--- config.mk ---
export PLATFORM = sky130hd
export DESIGN_NAME = pipe_ctrl
export DESIGN_NICKNAME = d
export VERILOG_FILES = /design/src/rtl/pipe_ctrl_pkg.sv /design/src/rtl/fwd_unit.sv /design/src/rtl/pipe_ctrl.sv
export SDC_FILE = /design/constraint.sdc
export NUM_CORES = 1
export LEC_CHECK = 0
export BUFFER_PORTS_ARGS = -buffer_cell sky130_fd_sc_hd__buf_2
export CORE_MARGIN = 2
export CORE_UTILIZATION = 37
export CTS_CLUSTER_DIAMETER = 100
export DETAILED_ROUTE_END_ITERATION = 10
export GPL_TIMING_DRIVEN = 0
export PLACE_DENSITY = 0.94
export SYNTH_ARGS = -nofsm -noshare
export SYNTH_HDL_FRONTEND = slang
export SYNTH_SLANG_ARGS = --single-unit
--- constraint.sdc ---
create_clock -name clk -period 3.7 [get_ports clk]
set_input_delay 0.925 -clock clk [delete_from_list [all_inputs] [get_ports clk]]
set_output_delay 0.925 -clock clk [all_outputs]
set_load 0.05 [all_outputs]
--- src/rtl/pipe_ctrl_pkg.sv ---
// ==========================================================================
// pipe_ctrl_pkg : opcodes, FSM state and forwarding-select types for pipe_ctrl
// Rev 1.0
// ==========================================================================
`default_nettype none

package pipe_ctrl_pkg;

  localparam logic [6:0] OP_R      = 7'b0110011;
  localparam logic [6:0] OP_I      = 7'b0010011;
  localparam logic [6:0] OP_LOAD   = 7'b0000011;
  localparam logic [6:0] OP_STORE  = 7'b0100011;
  localparam logic [6:0] OP_BRANCH = 7'b1100011;
  localparam logic [6:0] OP_JAL    = 7'b1101111;
  localparam logic [6:0] OP_JALR   = 7'b1100111;
  localparam logic [6:0] OP_LUI    = 7'b0110111;
  localparam logic [6:0] OP_AUIPC  = 7'b0010111;
  localparam logic [6:0] OP_SYSTEM = 7'b1110011;

  typedef enum logic [1:0] {
    RUN      = 2'b00,
    MEM_WAIT = 2'b01,
    HALT     = 2'b10
  } state_e;

  typedef enum logic [1:0] {
    FWD_RF  = 2'b00,
    FWD_MEM = 2'b01,
    FWD_WB  = 2'b10
  } fwd_sel_e;

  // Unlisted opcodes are treated as reading rs1 so a hazard is never missed.
  function automatic logic uses_rs1(input logic [6:0] opcode);
    logic used;
    case (opcode)
      OP_LUI, OP_AUIPC, OP_JAL: used = 1'b0;
      OP_R, OP_I, OP_LOAD, OP_STORE,
      OP_BRANCH, OP_JALR, OP_SYSTEM: used = 1'b1;
      default: used = 1'b1;
    endcase
    return used;
  endfunction

  function automatic logic uses_rs2(input logic [6:0] opcode);
    return (opcode == OP_R) || (opcode == OP_STORE) || (opcode == OP_BRANCH);
  endfunction

endpackage

`default_nettype wire

--- src/rtl/fwd_unit.sv ---
// ==========================================================================
// fwd_unit : EX operand forwarding select for one source register
// Rev 1.0
// ==========================================================================
`default_nettype none

module fwd_unit
  import pipe_ctrl_pkg::*;
#(
  parameter int REG_AW = 5
) (
  input  logic [REG_AW-1:0] ex_rs,
  input  logic [REG_AW-1:0] mem_rd,
  input  logic              mem_reg_write,
  input  logic [REG_AW-1:0] wb_rd,
  input  logic              wb_reg_write,
  output fwd_sel_e          sel
);

  // EX/MEM is younger than MEM/WB, so it wins when both match.
  always_comb begin
    sel = FWD_RF;
    if (mem_reg_write && (mem_rd == ex_rs) && (mem_rd != '0)) begin
      sel = FWD_MEM;
    end else if (wb_reg_write && (wb_rd == ex_rs) && (wb_rd != '0)) begin
      sel = FWD_WB;
    end
  end

endmodule

`default_nettype wire

--- src/rtl/pipe_ctrl.sv ---
// ==========================================================================
// pipe_ctrl : 5-stage pipeline stall/flush/forward controller.
// Optional performance counters under `PIPE_CTRL_PERF_EN. Rev 1.0
// ==========================================================================
`default_nettype none

module pipe_ctrl
  import pipe_ctrl_pkg::*;
#(
  parameter int XLEN   = 32,
  parameter int REG_AW = 5
) (
  input  logic              clk,
  input  logic              rst,
  input  logic [XLEN-1:0]   id_inst,
  input  logic [REG_AW-1:0] ex_rs1,
  input  logic [REG_AW-1:0] ex_rs2,
  input  logic [REG_AW-1:0] ex_rd,
  input  logic              ex_reg_write,
  input  logic              ex_is_load,
  input  logic [REG_AW-1:0] mem_rd,
  input  logic              mem_reg_write,
  input  logic [REG_AW-1:0] wb_rd,
  input  logic              wb_reg_write,
  input  logic              ex_redirect,
  input  logic              dmem_req,
  input  logic              dmem_ready,
  input  logic              resume,
  output logic              pc_en,
  output logic              if_id_en,
  output logic              id_ex_en,
  output logic              ex_mem_en,
  output logic              mem_wb_en,
  output logic              if_id_flush,
  output logic              id_ex_flush,
  output logic [1:0]        fwd_a_sel,
  output logic [1:0]        fwd_b_sel,
  output logic              halted
`ifdef PIPE_CTRL_PERF_EN
  ,
  output logic [31:0]       stall_cycles,
  output logic [31:0]       flush_count,
  output logic [31:0]       load_use_count
`endif
);

  state_e            state;
  state_e            next_state;
  fwd_sel_e          fwd_a;
  fwd_sel_e          fwd_b;
  logic [6:0]        id_opcode;
  logic [REG_AW-1:0] id_rs1;
  logic [REG_AW-1:0] id_rs2;
  logic              load_use;
  logic              is_system;
  logic              mem_stall;
  logic              lu_bubble;
  logic              unused_id_bits;

  assign id_opcode      = id_inst[6:0];
  assign id_rs1         = id_inst[19:15];
  assign id_rs2         = id_inst[24:20];
  assign unused_id_bits = ^{id_inst[XLEN-1:25], id_inst[14:7]};

  assign load_use = ex_is_load && ex_reg_write && (ex_rd != '0) &&
                    ((uses_rs1(id_opcode) && (id_rs1 == ex_rd)) ||
                     (uses_rs2(id_opcode) && (id_rs2 == ex_rd)));
  assign is_system = (id_opcode == OP_SYSTEM);

  // Once waiting, only dmem_ready releases the freeze.
  assign mem_stall = (state == MEM_WAIT) ? !dmem_ready : (dmem_req && !dmem_ready);

  fwd_unit #(.REG_AW(REG_AW)) u_fwd_a (
    .ex_rs         (ex_rs1),
    .mem_rd        (mem_rd),
    .mem_reg_write (mem_reg_write),
    .wb_rd         (wb_rd),
    .wb_reg_write  (wb_reg_write),
    .sel           (fwd_a)
  );

  fwd_unit #(.REG_AW(REG_AW)) u_fwd_b (
    .ex_rs         (ex_rs2),
    .mem_rd        (mem_rd),
    .mem_reg_write (mem_reg_write),
    .wb_rd         (wb_rd),
    .wb_reg_write  (wb_reg_write),
    .sel           (fwd_b)
  );

  assign fwd_a_sel = rst ? FWD_RF : fwd_a;
  assign fwd_b_sel = rst ? FWD_RF : fwd_b;

  always_ff @(posedge clk or posedge rst) begin
    if (rst) begin
      state <= RUN;
    end else begin
      state <= next_state;
    end
  end

  // The MEM_WAIT release cycle re-runs the RUN priority chain, so a redirect
  // held in the frozen EX stage is applied there.
  always_comb begin
    next_state = state;
    case (state)
      RUN, MEM_WAIT: begin
        if (mem_stall)        next_state = MEM_WAIT;
        else if (ex_redirect) next_state = RUN;
        else if (load_use)    next_state = RUN;
        else if (is_system)   next_state = HALT;
        else                  next_state = RUN;
      end
      HALT: begin
        if (!(dmem_req && !dmem_ready) && resume) next_state = RUN;
      end
      default: next_state = RUN;
    endcase
  end

  always_comb begin
    pc_en       = 1'b1;
    if_id_en    = 1'b1;
    id_ex_en    = 1'b1;
    ex_mem_en   = 1'b1;
    mem_wb_en   = 1'b1;
    if_id_flush = 1'b0;
    id_ex_flush = 1'b0;
    halted      = 1'b0;
    lu_bubble   = 1'b0;
    if (rst) begin
      pc_en     = 1'b0;
      if_id_en  = 1'b0;
      id_ex_en  = 1'b0;
      ex_mem_en = 1'b0;
      mem_wb_en = 1'b0;
    end else begin
      case (state)
        RUN, MEM_WAIT: begin
          if (mem_stall) begin
            {pc_en, if_id_en, id_ex_en, ex_mem_en, mem_wb_en} = 5'b00000;
          end else if (ex_redirect) begin
            if_id_flush = 1'b1;
            id_ex_flush = 1'b1;
          end else if (load_use) begin
            pc_en       = 1'b0;
            if_id_en    = 1'b0;
            id_ex_flush = 1'b1;
            lu_bubble   = 1'b1;
          end else if (is_system) begin
            pc_en       = 1'b0;
            if_id_en    = 1'b0;
            id_ex_flush = 1'b1;
          end
        end
        HALT: begin
          halted = 1'b1;
          if (dmem_req && !dmem_ready) begin
            {pc_en, if_id_en, id_ex_en, ex_mem_en, mem_wb_en} = 5'b00000;
          end else if (resume) begin
            // Retire the ECALL/EBREAK held in ID instead of executing it.
            if_id_flush = 1'b1;
            id_ex_flush = 1'b1;
          end else begin
            pc_en       = 1'b0;
            if_id_en    = 1'b0;
            id_ex_flush = 1'b1;
          end
        end
        default: ;
      endcase
    end
  end

`ifdef PIPE_CTRL_PERF_EN
  always_ff @(posedge clk or posedge rst) begin
    if (rst) begin
      stall_cycles   <= '0;
      flush_count    <= '0;
      load_use_count <= '0;
    end else begin
      if (!pc_en)      stall_cycles   <= stall_cycles + 32'd1;
      if (if_id_flush) flush_count    <= flush_count + 32'd1;
      if (lu_bubble)   load_use_count <= load_use_count + 32'd1;
    end
  end
`else
  logic unused_lu_bubble;
  assign unused_lu_bubble = lu_bubble;
`endif

endmodule

`default_nettype wire

# Yosys cells after proc, flatten, opt, wreduce, memory -nomap -nowiden
# Cells that the tools add are included.
# op_classes
reduce_logical	26
mux	38
eq_ne	16
# ops
operator	n
== test 5 bit	6
two-way mux 1 bit	22
two-way mux 2 bit	11
== test 7 x 6 -> 1 bit (second input constant)	3
== test 7 bit (second input constant)	3
logical AND 1 bit	15
nonzero test 5 bit	3
one-hot mux 1 bit (2 select lines)	4
== test 7 x 5 -> 1 bit (second input constant)	1
one-hot mux 2 bit (2 select lines)	1
logical OR 1 bit	3
OR reduction 3 bit	1
== test 2 x 1 -> 1 bit (second input constant)	1
== test 2 bit (second input constant)	1
logical NOT 1 bit	2
logical NOT 2 bit	1
inequality test 2 bit (second input constant)	1
OR reduction 2 bit	1
# totals
out_inout_bits	12
ff_bits	2
inputBits	67
word_cells	81

# Longest topological paths before layout
# Gate-level depths: netlist of run 1.
# logic_depth
ltp_word	11
ltp_mapped	7
ltp_nobuf	5

# Cells and area by module
# A second synthesis of run 1 with hierarchy kept.
# unflattened
cells_unflattened	105
hier_area_um2	788.3
# modules_own_cells
mod	seq_area_each_um2	area_per_inst_um2	n_inst	cells_each
pipe_ctrl	50.0	485.5	1	65
fwd_unit	0.0	151.4	2	20

# Least setup slack after synthesis of run 1
# No wires, ideal clock.
# synth_timing
kind	input -> output
from	input port mem_rd[3]
to	output port fwd_a_sel[1]
path_buffers	0
slack_ns	0.080
path_stages	4
required_ns	2.775
arrival_time_ns	2.695
cell_sequence	or4_1 -> o21ai_2 -> nor3_1 -> nor4_2
# synth_between
elab_chain_cells	5
elab_cells_between_ends	6
cone_classes	1 x eq/ne; 2 x mux; 3 x reduce/logical
# synth_lines
item	line_no	text
from (decl)	pipe_ctrl.sv:21	input logic [REG_AW-1:0] mem_rd,
== test 5 bit	fwd_unit.sv:23	if (mem_reg_write && (mem_rd == ex_rs) && (mem_rd != '0)) begin
logical AND 1 bit	fwd_unit.sv:23	
logical AND 1 bit (*)	fwd_unit.sv:23	
two-way mux 2 bit (*)	fwd_unit.sv:23	
two-way mux 2 bit (*)	pipe_ctrl.sv:91	assign fwd_a_sel = rst ? FWD_RF : fwd_a;
to (decl)	pipe_ctrl.sv:36	output logic [1:0] fwd_a_sel,
# Mark *: on every way between the ends. The rest lies on a longest branch, timed or not.

# Worst setup path in the final report of run 1
# layout_timing
from	input port ex_rd[1]
to	output port pc_en
# layout_between
elab_chain_cells	9
elab_cells_between_ends	13
cone_classes	2 x eq/ne; 5 x mux; 6 x reduce/logical
# layout_lines
item	line_no	text
from (decl)	pipe_ctrl.sv:18	input logic [REG_AW-1:0] ex_rd,
== test 5 bit (on tied branches)	pipe_ctrl.sv:66, pipe_ctrl.sv:67	
logical AND 1 bit (on tied branches)	pipe_ctrl.sv:66, pipe_ctrl.sv:67	
logical OR 1 bit	pipe_ctrl.sv:66	((uses_rs1(id_opcode) && (id_rs1 == ex_rd)) ||
logical AND 1 bit (*)	pipe_ctrl.sv:65	assign load_use = ex_is_load && ex_reg_write && (ex_rd != '0) &&
two-way mux 1 bit (*)	pipe_ctrl.sv:145	end else if (load_use) begin
two-way mux 1 bit (*)	pipe_ctrl.sv:142	end else if (ex_redirect) begin
two-way mux 1 bit (*)	pipe_ctrl.sv:140	if (mem_stall) begin
one-hot mux 1 bit (2 select lines) (*)	pipe_ctrl.sv:138	case (state)
two-way mux 1 bit (*)	pipe_ctrl.sv:131	if (rst) begin
to (decl)	pipe_ctrl.sv:29	output logic pc_en,
# Marks and branches as above.

==> metrics.txt, run 1 <==
sequential fraction of the synthesis area 6.92%; LEAKAGE 0.501 nW; vias in the first global route 864; Post-synth EDFFs 0; Routed Antenna Nets 0; number of setup buffers added after CTS 0; DRC violations left 0; Synth Net Count 170; Initial Util 40.6%; shortest period the worst path allows 3450 ps; top cells by area, synth xnor2_1 (19%), xor2_1 (17%), dfrtp_1 (6.9%); Worst slew margin 67.8%; outcome complete, no violations; Initial DRT Pass Iterations 4; share of cells above drive strength 1 42.9%; Synth Flop Type dfrtp_1; Largest Register state; Worst-Margin Slew 478 ps; total power 0.213 mW; register bit total from synthesis 2; Fin. Hold Viols 0; FFs w/ async S/R, synth 100%; CTS resizes 0; Iter 0 DRT Violations 34; Final HPWL DP 2070 µm; final hold slack 592 ps; most common cell after layout, fill and taps aside buf_2; CTS hold repair buffers 0; Routed wire per std cell 12.1 µm; FMAX 289 MHz; ANT cells 0; H-tree levels 1; post-route clock period utilization 93.4%; Worst setup SP type input pin; Final nets 237; die area 2320 µm²; Syn. warnings 0; global-route usage over all layers 21.6%; Crit Path Max Fanout 3; power per cell area 196 nW/µm²; num rows 15; Distinct cells, synth 29; grt total ovfl 0; number of port buffers 62; CTS Buf Count 3; Top Registers state: 2 flops; max FFs per register 2; MaxCap Viol Count 0; Die X 48.2 µm; Yosys top cell area share 19.4%; Root Buffer clkbuf_4; num ports 79; Crit path required time 2770 ps; CTS tree yes; WS Path Type in2out; Syn Inst Count 103; critical path endpoint category output pin; skew final 9.41 ps; CORE AREA 1780 µm²; Final GP Congestion 0.980; Clk pin slew, worst setup/hold paths 40 ps; Post-Synthesis Mean Instance Area 7.02 µm²; commonest non-fill, non-tap cells in the layout buf_2 (62), xnor2_1 (16), xor2_1 (14); area grow syn2layout 50.3%; worst path arrival time 2530 ps; CTS Buffer Depth 2; worst min path class reg2reg; synthesized area 723 µm²; largest net degree at the start of global routing 9; RSZ-0062 raised after global routing no; VDD IR max 0.116 mV; chip height 48.2 µm; vias per cell 5.18; Setup TNS 0 ps; Clock Sinks 2; Clk Latency, worst-skew pair 250 ps; Final Util 61.0%; # setup viols final 0; biggest area consumer among synthesized cells xnor2_1; final WL 2340 µm; Final Slew Violations 0; initial antenna violation count 0; first-pass GRT wire length 3390 µm; vias post-DR 999
[stage by stage]
stage / instance area, µm² / cells / setup slack [ps]
global placement: 1060 / 190 / 251
detailed placement: 1060 / 190 / 263
CTS: 1090 / 193 / 257
finish: 1090 / 193 / 245
global route: 1090 / 193 / 102
floorplan: 723 / 103 / 80.0
[worst max-delay path, cell delays in order]
cell      delay (ps)
buf_2            120
or4_1            510
o211ai_1         220
o21ai_1          120
a21oi_1          150
or2_1            130
buf_4            100
buf_2            240
[power breakdown]
part | leakage [nW] | internal, mW | switching (mW)
Sequential | 0.0265 | 0.0229 | 0.000204
Clock | 0.0138 | 0.0363 | 0.0194
Combinational | 0.460 | 0.0564 | 0.0777
[cell families (layout without fill, tap and decap cells)]
kind of cell              after synthesis  in the layout  share of synthesized area (%)
and+or+nand+nor                        46             46                           34.9
xor gates and xnor gates               30             30                           36.3
AOI/OAI and AO/OA                      17             17                           15.9
buffers and inverters                   8             73                           5.88
DFF                                     2              2                           6.92
[per-layer routing]
layer | share of wire (%) | up-vias | global-route usage, %
li1 | - | 506 | -
met1 | 38 | 452 | 22.9
met2 | 54 | 32 | 35.3
met3 | 5.0 | 9 | 9.63
met4 | 2.9 | 0 | 12.4
met5 | 0 | - | 0
[worst paths after layout]
path	startpoint	end	slack, ps	depth (start not counted)
setup / recovery	ex_rd[1]	pc_en	250	8
hold / removal	state[1]$_DFFE_PP0P_	state[0]$_DFFE_PP0P_	590	2
max in group asynchronous	rst	state[1]$_DFFE_PP0P_	2920	2
setup reg to reg	state[0]$_DFFE_PP0P_	state[1]$_DFFE_PP0P_	2400	6
hold reg to reg	state[1]$_DFFE_PP0P_	state[0]$_DFFE_PP0P_	590	2
min in group asynchronous	rst	state[0]$_DFFE_PP0P_	650	2
[Yosys cell counts, types with 3 or more instances]
| cell type | instances |
|---|---|
| nor4_1 | 6 |
| buf_4 | 3 |
| nor2_1 | 10 |
| xnor2_1 | 16 |
| xor2_1 | 14 |
| nand2_1 | 6 |
| nand3_1 | 5 |
| or4_1 | 5 |
| nor3_1 | 6 |
| nand2b_1 | 3 |
| a21oi_1 | 3 |
[area by class of cell]
type                       count  area [µm²]
fill                         165         696
multi-input combinational     93         631
timing repair buffer          62         310
sequential                     2        50.0
buffer                         6        35.0
tap                           25        31.3
clock buffer                   3        22.5
inverter                       2        7.51
Power figures use the tool's default switching activity.
==> inputs of run 2 (changes only) <==
==> constraint.sdc (replaced) <==
create_clock -name clk -period 3.7 [get_ports clk]
set_input_delay 0.185 -clock clk [delete_from_list [all_inputs] [get_ports clk]]
set_output_delay 0.185 -clock clk [all_outputs]
set_load 0.05 [all_outputs]
==> run 2 against run 1 <==
Total power up 0.12%. Largest power group unchanged. Clock skew down 1.1 ps. Via count up 0.90%. Non-clock buffer count up 1. Core utilization up 0.56 points.
==> metrics.txt, run 2 (synthesized netlist as in run 1, its figures left out) <==
outcome complete, no violations; num rows 15 (unchanged); final hold slack 200 ps (-392 ps); CTS Buffer Depth 2 (unchanged); power per cell area 194 nW/µm² (-0.80%); final worst slack 1330 ps (+1080 ps); number of setup buffers added after CTS 0 (unchanged); CTS resizes 0 (unchanged); Final HPWL DP 2070 µm (unchanged); initial antenna violation count 0 (unchanged); CP Cell Sequence dlygate4sd3_1, clkbuf_1, clkinv_1, o211ai_1, or4_1, nor4_2, buf_2; CP delay by family, top buffers and inverters; RSZ-0062 raised after global routing no; num ports 79 (unchanged); area grow syn2layout 51.7%; largest net degree at the start of global routing 9 (unchanged); fillers 164 (-0.61%); slowest cell on the critical path or4_1; VDD IR max 0.116 mV (-0.60%); MaxCap Viol Count 0 (unchanged); LEAKAGE 0.505 nW (+0.83%); final WL 2360 µm (+1.0%); commonest non-fill, non-tap cells in the layout buf_2 (62), xnor2_1 (16), xor2_1 (14); Crit path required time 3510 ps (+740 ps); Initial DRT Pass Iterations 6 (+2); Routed wire per std cell 12.2 µm (+0.51%); Die X 48.2 µm (unchanged); global-route usage over all layers 21.9% (+0.30 points); Top Registers state: 2 flops; Routed Antenna Nets 0 (unchanged); chip height 48.2 µm (unchanged); most common cell after layout, fill and taps aside buf_2; CTS tree yes; vias post-DR 1008 (+0.90%); worst path arrival time 2190 ps (-340 ps); Crit Path Max Fanout 8 (+5); Non-Filler Instances 194 (+0.52%); skew final 8.32 ps (-1.09 ps); dpl ws 1740 ps (+1480 ps); Clk Latency, worst-skew pair 250 ps (about the same); Worst slew margin 67.5% (-0.30 points); Initial Util 40.6% (unchanged); grt total ovfl 0 (unchanged); # setup viols final 0 (unchanged); worst min path class in2reg; Fin. Hold Viols 0 (unchanged); CTS Buf Count 3 (unchanged); CP peak stage delay 580 ps (+70 ps); DRC violations left 0 (unchanged); share of cells above drive strength 1 42.6% (-0.25 points); Largest Register state; number of port buffers 62 (unchanged); Final Slew Violations 0 (unchanged); CORE AREA 1780 µm² (unchanged); Root Buffer clkbuf_4; first-pass GRT wire length 3440 µm (+1.2%); max FFs per register 2 (unchanged); critical path endpoint category output pin; die area 2320 µm² (unchanged); CTS hold repair buffers 1 (+1); post-route clock period utilization 64.1% (-29 points); Worst Path Buf+Inv 4 (+1); vias in the first global route 877 (+1.5%); Setup TNS 0 ps (unchanged); shortest period the worst path allows 2370 ps (-1080 ps); Final GP Congestion 0.980 (unchanged); Worst setup SP type input pin; Iter 0 DRT Violations 32 (-5.9%); Clock Sinks 2 (unchanged); FMAX 421 MHz (+46%); H-tree levels 1 (unchanged); placed insts 190 (unchanged); Worst-Margin Slew 482 ps (+4.41 ps); Clk pin slew, worst setup/hold paths 40 ps (about the same); WS Path Type in2out; ANT cells 0 (unchanged); vias per cell 5.20 (+0.38%); total power 0.213 mW (+0.12%); Final nets 238 (+0.42%)
## run 2: worst register-to-register path, stage by stage (launching register included)
cell      delay, ps
dfrtp_1         310
clkbuf_1        260
nor2_1          110
nor2_1          130
nor3_1           80
a31oi_1         170
o21ai_0         100
## run 2: final timing paths
kind                                      start                   end  slack, ps  cells past startpoint
max                                         rst          fwd_a_sel[1]       1330                      7
min                                  dmem_ready  state[0]$_DFFE_PP0P_        200                      2
max reg2reg                state[0]$_DFFE_PP0P_  state[1]$_DFFE_PP0P_       2390                      6
min reg2reg                state[1]$_DFFE_PP0P_  state[0]$_DFFE_PP0P_        590                      2
max in group asynchronous                   rst  state[1]$_DFFE_PP0P_       3100                      3
min in group asynchronous                   rst  state[0]$_DFFE_PP0P_        480                      3
## run 2: metal layers
layer	GRT usage, %	vias to the layer above	part of all wire (%)
met2	36.3	33	55
met3	9.63	7	6.3
li1	-	508	-
met5	0	-	0
met4	12.4	0	2.5
met1	22.9	460	36
## run 2: power by group
| part | internal [mW] | switching [mW] | total (mW) |
|---|---|---|---|
| sequential | 0.0229 | 0.000205 | 0.0231 |
| combinational | 0.0571 | 0.0781 | 0.135 |
| clock | 0.0363 | 0.0187 | 0.0549 |
## run 2: per-stage QoR
step           cell area, µm²  util [%]
2_1_floorplan             723         -
3_3_place_gp             1060      59.7
3_5_place_dp             1060      59.7
4_1_cts                  1100      61.5
5_1_grt                  1100      61.5
6_report                 1100      61.5
## run 2: area by class of cell
type	instances	area (µm²)	share of cell area [%]
clock buffer	3	22.5	2.05
sequential	2	50.0	4.56
inverter	2	7.51	0.684
buffer	6	35.0	3.19
multi-input combinational	93	631	57.5
tap	25	31.3	2.85
timing repair buffer	63	320	29.2
